File: config.mk
export PLATFORM = sky130hd
export DESIGN_NAME = gfx_mem_arbiter
export DESIGN_NICKNAME = d
export VERILOG_FILES = /design/src/rtl/gfx_mem_arbiter.sv
export SDC_FILE = /design/constraint.sdc
export NUM_CORES = 1
export LEC_CHECK = 0
export CORE_MARGIN = 2
export CORE_UTILIZATION = 35
export CTS_CLUSTER_SIZE = 10
export DETAILED_ROUTE_END_ITERATION = 10
export PLACE_DENSITY = 0.8
export SLEW_MARGIN = 20
export SYNTH_ARGS = -nofsm -noshare
export SYNTH_HDL_FRONTEND = slang
export SYNTH_SLANG_ARGS = --single-unit
File: constraint.sdc
create_clock -name CLK -period 7.1 [get_ports CLK]
set_input_delay 1.065 -clock CLK [delete_from_list [all_inputs] [get_ports CLK]]
set_output_delay 1.065 -clock CLK [all_outputs]
set_load 0.005 [all_outputs]
File: src/rtl/gfx_mem_arbiter.sv
// Shares one single-port synchronous memory bank between four read clients and one write client.
// One grant per cycle; the winner sees ready and read data on the following cycle.
module gfx_mem_arbiter #(
    parameter int ADDRESS_BITS = 16,
    parameter int BITS         = 16,
    parameter int ROUND_ROBIN  = 1
) (
    input  logic                    CLK,
    input  logic                    RSTb,
    input  logic [ADDRESS_BITS-1:0] spcon_memory_address,
    output logic [BITS-1:0]         spcon_memory_data,
    input  logic                    spcon_rvalid,
    output logic                    spcon_rready,
    input  logic [ADDRESS_BITS-1:0] bg0_memory_address,
    output logic [BITS-1:0]         bg0_memory_data,
    input  logic                    bg0_rvalid,
    output logic                    bg0_rready,
    input  logic [ADDRESS_BITS-1:0] bg1_memory_address,
    output logic [BITS-1:0]         bg1_memory_data,
    input  logic                    bg1_rvalid,
    output logic                    bg1_rready,
    input  logic [ADDRESS_BITS-1:0] ov_memory_address,
    output logic [BITS-1:0]         ov_memory_data,
    input  logic                    ov_rvalid,
    output logic                    ov_rready,
    input  logic [ADDRESS_BITS-1:0] fl_memory_address,
    input  logic [BITS-1:0]         fl_memory_data,
    input  logic                    fl_wvalid,
    output logic                    fl_wready,
    output logic [ADDRESS_BITS-1:0] mem_address,
    output logic [BITS-1:0]         mem_wdata,
    output logic                    mem_wr,
    input  logic [BITS-1:0]         mem_rdata,
    output logic [2:0]              grant_id
);

    localparam int NCLI = 5;
    localparam logic [2:0] FL_ID = 3'd4;

    logic            r_resp_valid;
    logic [2:0]      r_resp_id;
    logic [2:0]      r_ptr;

    logic [NCLI-1:0] w_req;
    logic [NCLI-1:0] w_rsp;
    logic [NCLI-1:0] w_elig;
    logic [2:0]      w_start;
    logic            w_gnt_vld;
    logic [2:0]      w_gnt_id;

    function automatic logic [2:0] wrap5(input logic [3:0] v);
        return (v >= 4'd5) ? 3'(v - 4'd5) : v[2:0];
    endfunction

    assign w_req = {fl_wvalid, ov_rvalid, bg1_rvalid, bg0_rvalid, spcon_rvalid};

    // Response slot is suppressed while reset is held so a pending ready is dropped.
    always_comb begin
        w_rsp = '0;
        for (int i = 0; i < NCLI; i++)
            w_rsp[i] = r_resp_valid && RSTb && (r_resp_id == 3'(i));
    end

    assign w_elig  = w_req & ~w_rsp & {NCLI{RSTb}};
    assign w_start = (ROUND_ROBIN != 0) ? r_ptr : 3'd0;

    always_comb begin
        w_gnt_vld = 1'b0;
        w_gnt_id  = 3'd0;
        for (int k = 0; k < NCLI; k++) begin
            if (!w_gnt_vld && w_elig[wrap5({1'b0, w_start} + 4'(k))]) begin
                w_gnt_vld = 1'b1;
                w_gnt_id  = wrap5({1'b0, w_start} + 4'(k));
            end
        end
    end

    always_comb begin
        mem_address = '0;
        mem_wdata   = '0;
        mem_wr      = 1'b0;
        if (w_gnt_vld) begin
            case (w_gnt_id)
                3'd0:    mem_address = spcon_memory_address;
                3'd1:    mem_address = bg0_memory_address;
                3'd2:    mem_address = bg1_memory_address;
                3'd3:    mem_address = ov_memory_address;
                default: begin
                    mem_address = fl_memory_address;
                    mem_wdata   = fl_memory_data;
                    mem_wr      = 1'b1;
                end
            endcase
        end
    end

    assign grant_id = w_gnt_vld ? w_gnt_id : 3'd7;

    always_ff @(posedge CLK) begin
        if (!RSTb) begin
            r_resp_valid <= 1'b0;
            r_resp_id    <= 3'd0;
            r_ptr        <= 3'd0;
        end else begin
            r_resp_valid <= w_gnt_vld;
            r_resp_id    <= w_gnt_id;
            if ((ROUND_ROBIN != 0) && w_gnt_vld)
                r_ptr <= (w_gnt_id == FL_ID) ? 3'd0 : w_gnt_id + 3'd1;
        end
    end

    assign spcon_rready      = w_rsp[0];
    assign bg0_rready        = w_rsp[1];
    assign bg1_rready        = w_rsp[2];
    assign ov_rready         = w_rsp[3];
    assign fl_wready         = w_rsp[4];

    assign spcon_memory_data = w_rsp[0] ? mem_rdata : '0;
    assign bg0_memory_data   = w_rsp[1] ? mem_rdata : '0;
    assign bg1_memory_data   = w_rsp[2] ? mem_rdata : '0;
    assign ov_memory_data    = w_rsp[3] ? mem_rdata : '0;

endmodule

[Yosys cells after proc, flatten, opt, wreduce, memory -nomap -nowiden]
Cells that the tools add are included.
Storage, ports and cells
  register bits: 7
  latch bits: 0
  bits in writable memories: 0
  memory bits (read-only): 0
  bits of input ports: 119
  output and inout bits: 105
  logic and storage cells: 88
  memories kept: 0
Operators by class
  add/sub/neg operators: 10
  multipliers: 0
  divide/modulo/power cells: 0
  $lt $le $gt $ge: 10
  equality and inequality tests: 8
  shift-type cells: 0
  mux-type cells: 37
  bitwise logic cells: 3
  reductions and logical operators: 17
Operator list (number)
  $mux W16: 7
  $pmux W16 S4: 1
  $mux W3: 12
  $lt A3 B4 Y1 const B: 5
  $ge A4 B3 Y1 const B: 4
  $bmux W1 S3: 5
  $sub A3 B3 Y3 const B: 5
  $eq A3 B2 Y1 const B: 4
  $mux W1: 12
  $and A5 B5 Y5: 2
  $logic_and A1 B1 Y1: 10
  $add A3 B2 Y4 const B: 2
  $eq A3 B1 Y1 const B: 2
  $eq A3 B3 Y1 const B: 2
  $logic_not A3 Y1: 2
  $not A5 Y5: 1
  $add A3 B1 Y4 const B: 1
  $add A3 B3 Y4 const B: 1
  $logic_not A1 Y1: 4
  $reduce_or A4 Y1: 1
  $add A3 B1 Y3 const B: 1
  $ge A3 B3 Y1 const B: 1

[Logic depth before layout (Yosys ltp)]
  depth in word-level cells: 24
  gate-level depth with buffers: 22
  depth with buffers taken out: 18

[Worst setup path before layout]
OpenSTA, ideal clock, no wires.
  path type: register to output
  from: register r_ptr[0]
  to: output port mem_address[10]
  arrival time: 4.819 ns
  data required time: 6.035 ns
  path slack: 1.216 ns
  stages on the path, launching flop included: 21
  buffers on the path: 4
  cell sequence: dfxtp_1 buf_2 clkinv_1 ha_1 ha_1 a21oi_2 mux2i_1 mux4_2 o21a_1 mux2i_1 nor2_1 o2bb2ai_1 inv_1 ha_1 clkbuf_1 or3_1 nor2b_1 buf_1 clkbuf_1 a31o_1 a211oi_2
Between the ends
  word-level cells in the longest chain between the ends: 20
  elaborated cells between the ends (all ways): 53
  classes of those cells: add/sub (9); order compare (5); eq/ne (3); mux (27); reduce/logical (9)
Ends and longest elaborated chain
  start: declaration: line 42  | logic [2:0] r_ptr;
  start signal: assignment: line 108  | r_ptr <= (w_gnt_id == FL_ID) ? 3'd0 : w_gnt_id + 3'd1;
  parallel branches: the longest is 16 deep, another holds $add A3 B1 Y4
  $mux W3 *: line 71  | if (!w_gnt_vld && w_elig[wrap5({1'b0, w_start} + 4'(k))]) begin
  named net w_gnt_id[1]: line 49  | logic [2:0] w_gnt_id;
  $eq A3 B2 Y1, or another cell as far along: line 83  | case (w_gnt_id)
  $pmux W16 S4 *: line 83
  $mux W16 *: line 82  | if (w_gnt_vld) begin
  end: declaration: line 30  | output logic [ADDRESS_BITS-1:0] mem_address,
Mark *: on every way through the listed nets, which the timed path passes. The select of a mux whose other input is x is not followed.

[Final worst setup path]
  from: input port RSTb
  to: output port mem_address[0]
Between the ends
  word-level cells in the longest chain between the ends: 23
  elaborated cells between the ends (all ways): 43
  classes of those cells: eq/ne (3); mux (22); bitwise (3); reduce/logical (15)
Ends and longest elaborated chain
  start: declaration: line 9  | input logic RSTb,
  $logic_and A1 B1 Y1 (2 in series): line 61  | w_rsp[i] = r_resp_valid && RSTb && (r_resp_id == 3'(i));
  $not A5 Y5: line 64  | assign w_elig = w_req & ~w_rsp & {NCLI{RSTb}};
  $and A5 B5 Y5: line 64
  $and A5 B5 Y5 *: line 64
  $bmux W1 S3: line 71
  $mux W1 (implied by the code): line 71
  $mux W1: line 71
  $logic_not A1 Y1: line 71
  [7 not listed]
  $mux W1: line 71
  $logic_not A1 Y1: line 71
  $logic_and A1 B1 Y1: line 71
  $mux W3 *: line 71
  named net w_gnt_id[1]: line 49
  $eq A3 B2 Y1, or another cell as far along: line 83
  $pmux W16 S4 *: line 83
  $mux W16 *: line 82
The timed path passes the listed nets; every way through them passes the cells marked *. The select of a mux whose other input is x is not followed.

==> metrics.log <==
INFO  metric outcome = finished, final reports clean
INFO  metric nets = 757
INFO  metric timing.rr.end = r_ptr[0]$_SDFFE_PN0P_
INFO  metric std_cell_rows = 33
INFO  metric setup.worst_path.end_class = output pin
INFO  metric layout.filler_cells = 708
INFO  metric cp_data_required_time = 6.03 ns
INFO  metric post_synth_arst_share = 0%
INFO  metric clk_transition_reported_paths = 0.04 ns
INFO  metric start_kind = input pin
INFO  metric place_hpwl = 9661 microns
INFO  metric worst_clock_skew = 0.003132 ns
INFO  metric post_cts_hold_buffer_count = 0
INFO  metric count_of_clock_tree_sinks = 7
INFO  metric rsz0062_at_grt = false
INFO  metric critical_path.max_fanout = 16
INFO  metric cells_along_the_critical_path = clkdlybuf4s50_1 -> nand2_1 -> a41oi_1 -> mux2i_1 -> mux4_2 -> o21a_1 -> mux2i_1 -> nor2_1 -> o2bb2ai_1 -> inv_1 -> ha_1 -> or3_1 -> nor2b_2 -> a31o_2 -> a211oi_2 -> clkdlybuf4s50_1
INFO  metric routedWlPerCell = 16.45 microns
INFO  metric synth_top_cells_by_area = sky130_fd_sc_hd__and2_1 17%, sky130_fd_sc_hd__a211oi_2 7.2%, sky130_fd_sc_hd__inv_1 6.3%, sky130_fd_sc_hd__ha_1 5.5%, sky130_fd_sc_hd__a222oi_1 5.4%
INFO  metric grt_overflow_total = 0
INFO  metric fin_crit = 6.783 ns
INFO  metric tritoncts = done
INFO  metric synth_compound_area_share = 35.42%
INFO  metric number_of_global_route_vias_before_repair = 3814
INFO  metric synth_commonest_cells = 81 x sky130_fd_sc_hd__and2_1, 50 x sky130_fd_sc_hd__inv_1, 21 x sky130_fd_sc_hd__a21oi_1, 21 x sky130_fd_sc_hd__nand2b_1, 20 x sky130_fd_sc_hd__nand2_1
INFO  metric setup_tns = 0 ns
INFO  metric vias = 3930
INFO  metric synthDistinctLibCells = 70
INFO  metric setup.reg_to_reg.worst_slack = 2.73 ns
INFO  metric globalplace.congestion = 0.9778
INFO  metric yosys.cell_count.top_type = sky130_fd_sc_hd__and2_1
INFO  metric cts-buffers-inserted = 3
INFO  metric num_antenna_cells = 0
INFO  metric syn-cell-area = 2957 sq um
INFO  metric worst_skew_pair_latency = 0.23 ns
INFO  metric syn-num-nets = 547
INFO  metric viasPerCell = 5.398
INFO  metric timing.fmax = 0.1474 GHz
INFO  metric slew_headroom = 31.88%
INFO  metric cp.depth = 16
INFO  metric timing.hold.worst.class = reg -> reg
INFO  metric cts_post_setup_buffers_inserted = 0
INFO  metric global_route.usage.total = 24.69%
INFO  metric drt_iter0_markers = 207
INFO  metric detail_route.first_pass.iterations = 8
INFO  metric io_buffers = 223
INFO  metric grt_max_degree = 39
INFO  metric yosys.area_share.xor_xnor = 1.777%
INFO  metric maximum_clock_path_buffer_count = 2
INFO  metric synth-edff-count = 0
INFO  metric die_w = 95.91 microns
INFO  metric hold_viol = 0
INFO  metric path_buf_inv = 3
INFO  metric crit_slowest_cell = sky130_fd_sc_hd__clkdlybuf4s50_1
INFO  metric synthCells = 414
INFO  metric io_pins = 224
INFO  metric dieHeight = 95.91 microns
INFO  metric worst-setup-path-type = in -> out
INFO  metric max_slew.worst_pin.slew = 1.009 ns
INFO  metric ff2ff_path_depth = 15
INFO  metric ys.warnings.count = 0
INFO  metric synth_top_area_share = 17.14%
INFO  metric cts-root-buf = sky130_fd_sc_hd__clkbuf_8
INFO  metric synth_area_leader_cell = sky130_fd_sc_hd__and2_1
INFO  metric remaining_drc_errors = 0
INFO  metric area_delta_synth_final = 79.22%
INFO  metric start_util = 35.98%
INFO  metric worst_path_dominant_cell_family = compound AO/OA/AOI/OAI gates
INFO  metric timing.critical_path.from = RSTb
INFO  metric final_max_slew_viol_count = 0
INFO  metric crit_arrival = 5.72 ns
INFO  metric drt_wl_total = 11980 microns
INFO  metric finalSetupViolations = 0
INFO  metric ant_nets = 0
INFO  metric number_of_flip_flops_and_latches_in_the_synthesized_netlist = 7
INFO  metric dieArea = 9199 sq um
INFO  metric fin_hold_ws = 0.7300 ns
INFO  metric grt_antenna_before_repair = 0
INFO  metric synth_sequential_area_ratio = 4.740%
INFO  metric synth_simple_gate_area_share = 35.04%
INFO  metric crit_path_max_incr_delay = 0.54 ns
INFO  metric timing.max_cap.violations = 0
INFO  metric ff_latch_area = 140.1 sq um
INFO  metric htreeDepth = 1
INFO  metric synth_top_family_by_area = compound AO/OA/AOI/OAI gates
INFO  metric layout-drive-gt1-share = 8.668%
INFO  metric setup.worst_path.end = mem_address[0]
INFO  metric fin_crit_sh = 95.53%
INFO  metric commonest_register_cell_after_synthesis = sky130_fd_sc_hd__dfxtp_1
INFO  metric crit-reg2reg-launch = r_ptr[1]$_SDFFE_PN0P_
INFO  metric multi_input_area = 2450 sq um
INFO  metric grt_first_pass_wirelength = 18260 microns
INFO  metric core_area = 8217 sq um
INFO  metric muxShareOfSynthArea = 3.893%
INFO  metric avgSynthCellArea = 7.142 sq um
INFO  metric post_synth_fa_ha_maj_area_fraction = 6.179%
-- repair_timing --
item | 4_1_cts | 5_1_grt
endpoints found under the hold margin | 0 | 0
setup endpoints to repair | 0 | 32
gates resized for setup | 0 | 1
-- cell usage in the layout, fill, tap and decap left out, types with 3 or more instances in the layout --
cell type	count
sky130_fd_sc_hd__nand2b_1	21
sky130_fd_sc_hd__nor2_1	13
sky130_fd_sc_hd__a211oi_1	3
sky130_fd_sc_hd__a31o_2	5
sky130_fd_sc_hd__and2_1	81
sky130_fd_sc_hd__a222oi_1	16
sky130_fd_sc_hd__a21oi_1	21
sky130_fd_sc_hd__nand2_1	20
sky130_fd_sc_hd__o21a_1	3
sky130_fd_sc_hd__xnor2_1	5
sky130_fd_sc_hd__o211a_1	3
sky130_fd_sc_hd__nand4_1	3
sky130_fd_sc_hd__and3_1	5
sky130_fd_sc_hd__o211ai_1	4
sky130_fd_sc_hd__o21ai_0	7
sky130_fd_sc_hd__clkbuf_8	3
sky130_fd_sc_hd__buf_4	14
sky130_fd_sc_hd__inv_1	50
sky130_fd_sc_hd__nor2b_1	3
sky130_fd_sc_hd__nor4_1	6
sky130_fd_sc_hd__mux2i_1	7
sky130_fd_sc_hd__a31o_1	12
sky130_fd_sc_hd__a211oi_2	17
sky130_fd_sc_hd__ha_1	13
sky130_fd_sc_hd__clkdlybuf4s50_1	223
sky130_fd_sc_hd__dfxtp_1	7
sky130_fd_sc_hd__nor3_1	4
-- sequential cells by signal, summed over array words and instances (netlist names) --
register / flops
r_ptr: 3
r_resp_id: 3
r_resp_valid: 1
-- metal layers --
layer / part of all wire (%) / wire [microns] / global-route usage (%) / up-vias
met4: 1.6 / 189 / 7.143 / 0
met2: 53 / 6304 / 45.16 / 145
met1: 40 / 4747 / 29.08 / 1867
met3: 6.1 / 736 / 4.699 / 18
met5: 0 / 0 / 0 / -
li1: - / - / - / 1900
-- metrics by stage --
step	cell area [sq um]	setup slack, ns	std cells	utilization [%]
5_1_grt	5299	0.01174	728	64.49
6_report	5299	0.3171	728	64.49
3_5_place_dp	5246	0.3720	724	63.85
2_1_floorplan	2957	1.216	414	-
4_1_cts	5291	0.3146	728	64.40
3_3_place_gp	5244	0.3164	724	63.82
-- cell type report --
class	count	area share [%]
multi-input cells	323	46.23
repair buffers	237	44.11
inverters	52	3.684
flip-flops and latches	7	2.645
well taps	105	2.479
clock buffers	4	0.8501
-- kinds of logic (layout without fill, tap and decap cells) --
kind of cell | Yosys count | count (layout)
buffers and inverters | 84 | 293
DFF | 7 | 7
xor gates and xnor gates | 6 | 6
AOI/OAI and AO/OA | 119 | 119
adders and majority gates | 14 | 14
muxes | 10 | 10
and+or+nand+nor | 174 | 174
-- tightest hold or removal path: cells and delay by family (launching register included) --
kind,cells,cell delay [ns]
compound gates,1,0.07
flops,1,0.48
simple gates,1,0.13
-- how the worst min path moves through the flow --
stage                                from  cells past startpoint  slack [ns]               endpoint
CTS                 r_ptr[2]$_SDFFE_PN0P_                      2        0.73  r_ptr[2]$_SDFFE_PN0P_
finish              r_ptr[2]$_SDFFE_PN0P_                      2        0.73  r_ptr[2]$_SDFFE_PN0P_
detailed placement  r_ptr[2]$_SDFFE_PN0P_                      2        0.73  r_ptr[2]$_SDFFE_PN0P_
global route        r_ptr[2]$_SDFFE_PN0P_                      2        0.78  r_ptr[2]$_SDFFE_PN0P_
global placement    r_ptr[2]$_SDFFE_PN0P_                      2        0.69  r_ptr[2]$_SDFFE_PN0P_
floorplan           r_ptr[1]$_SDFFE_PN0P_                      1        0.65  r_ptr[1]$_SDFFE_PN0P_
Power is not shown: default switching activity piles up to over one toggle a cycle in this logic, so the estimate is an artifact.
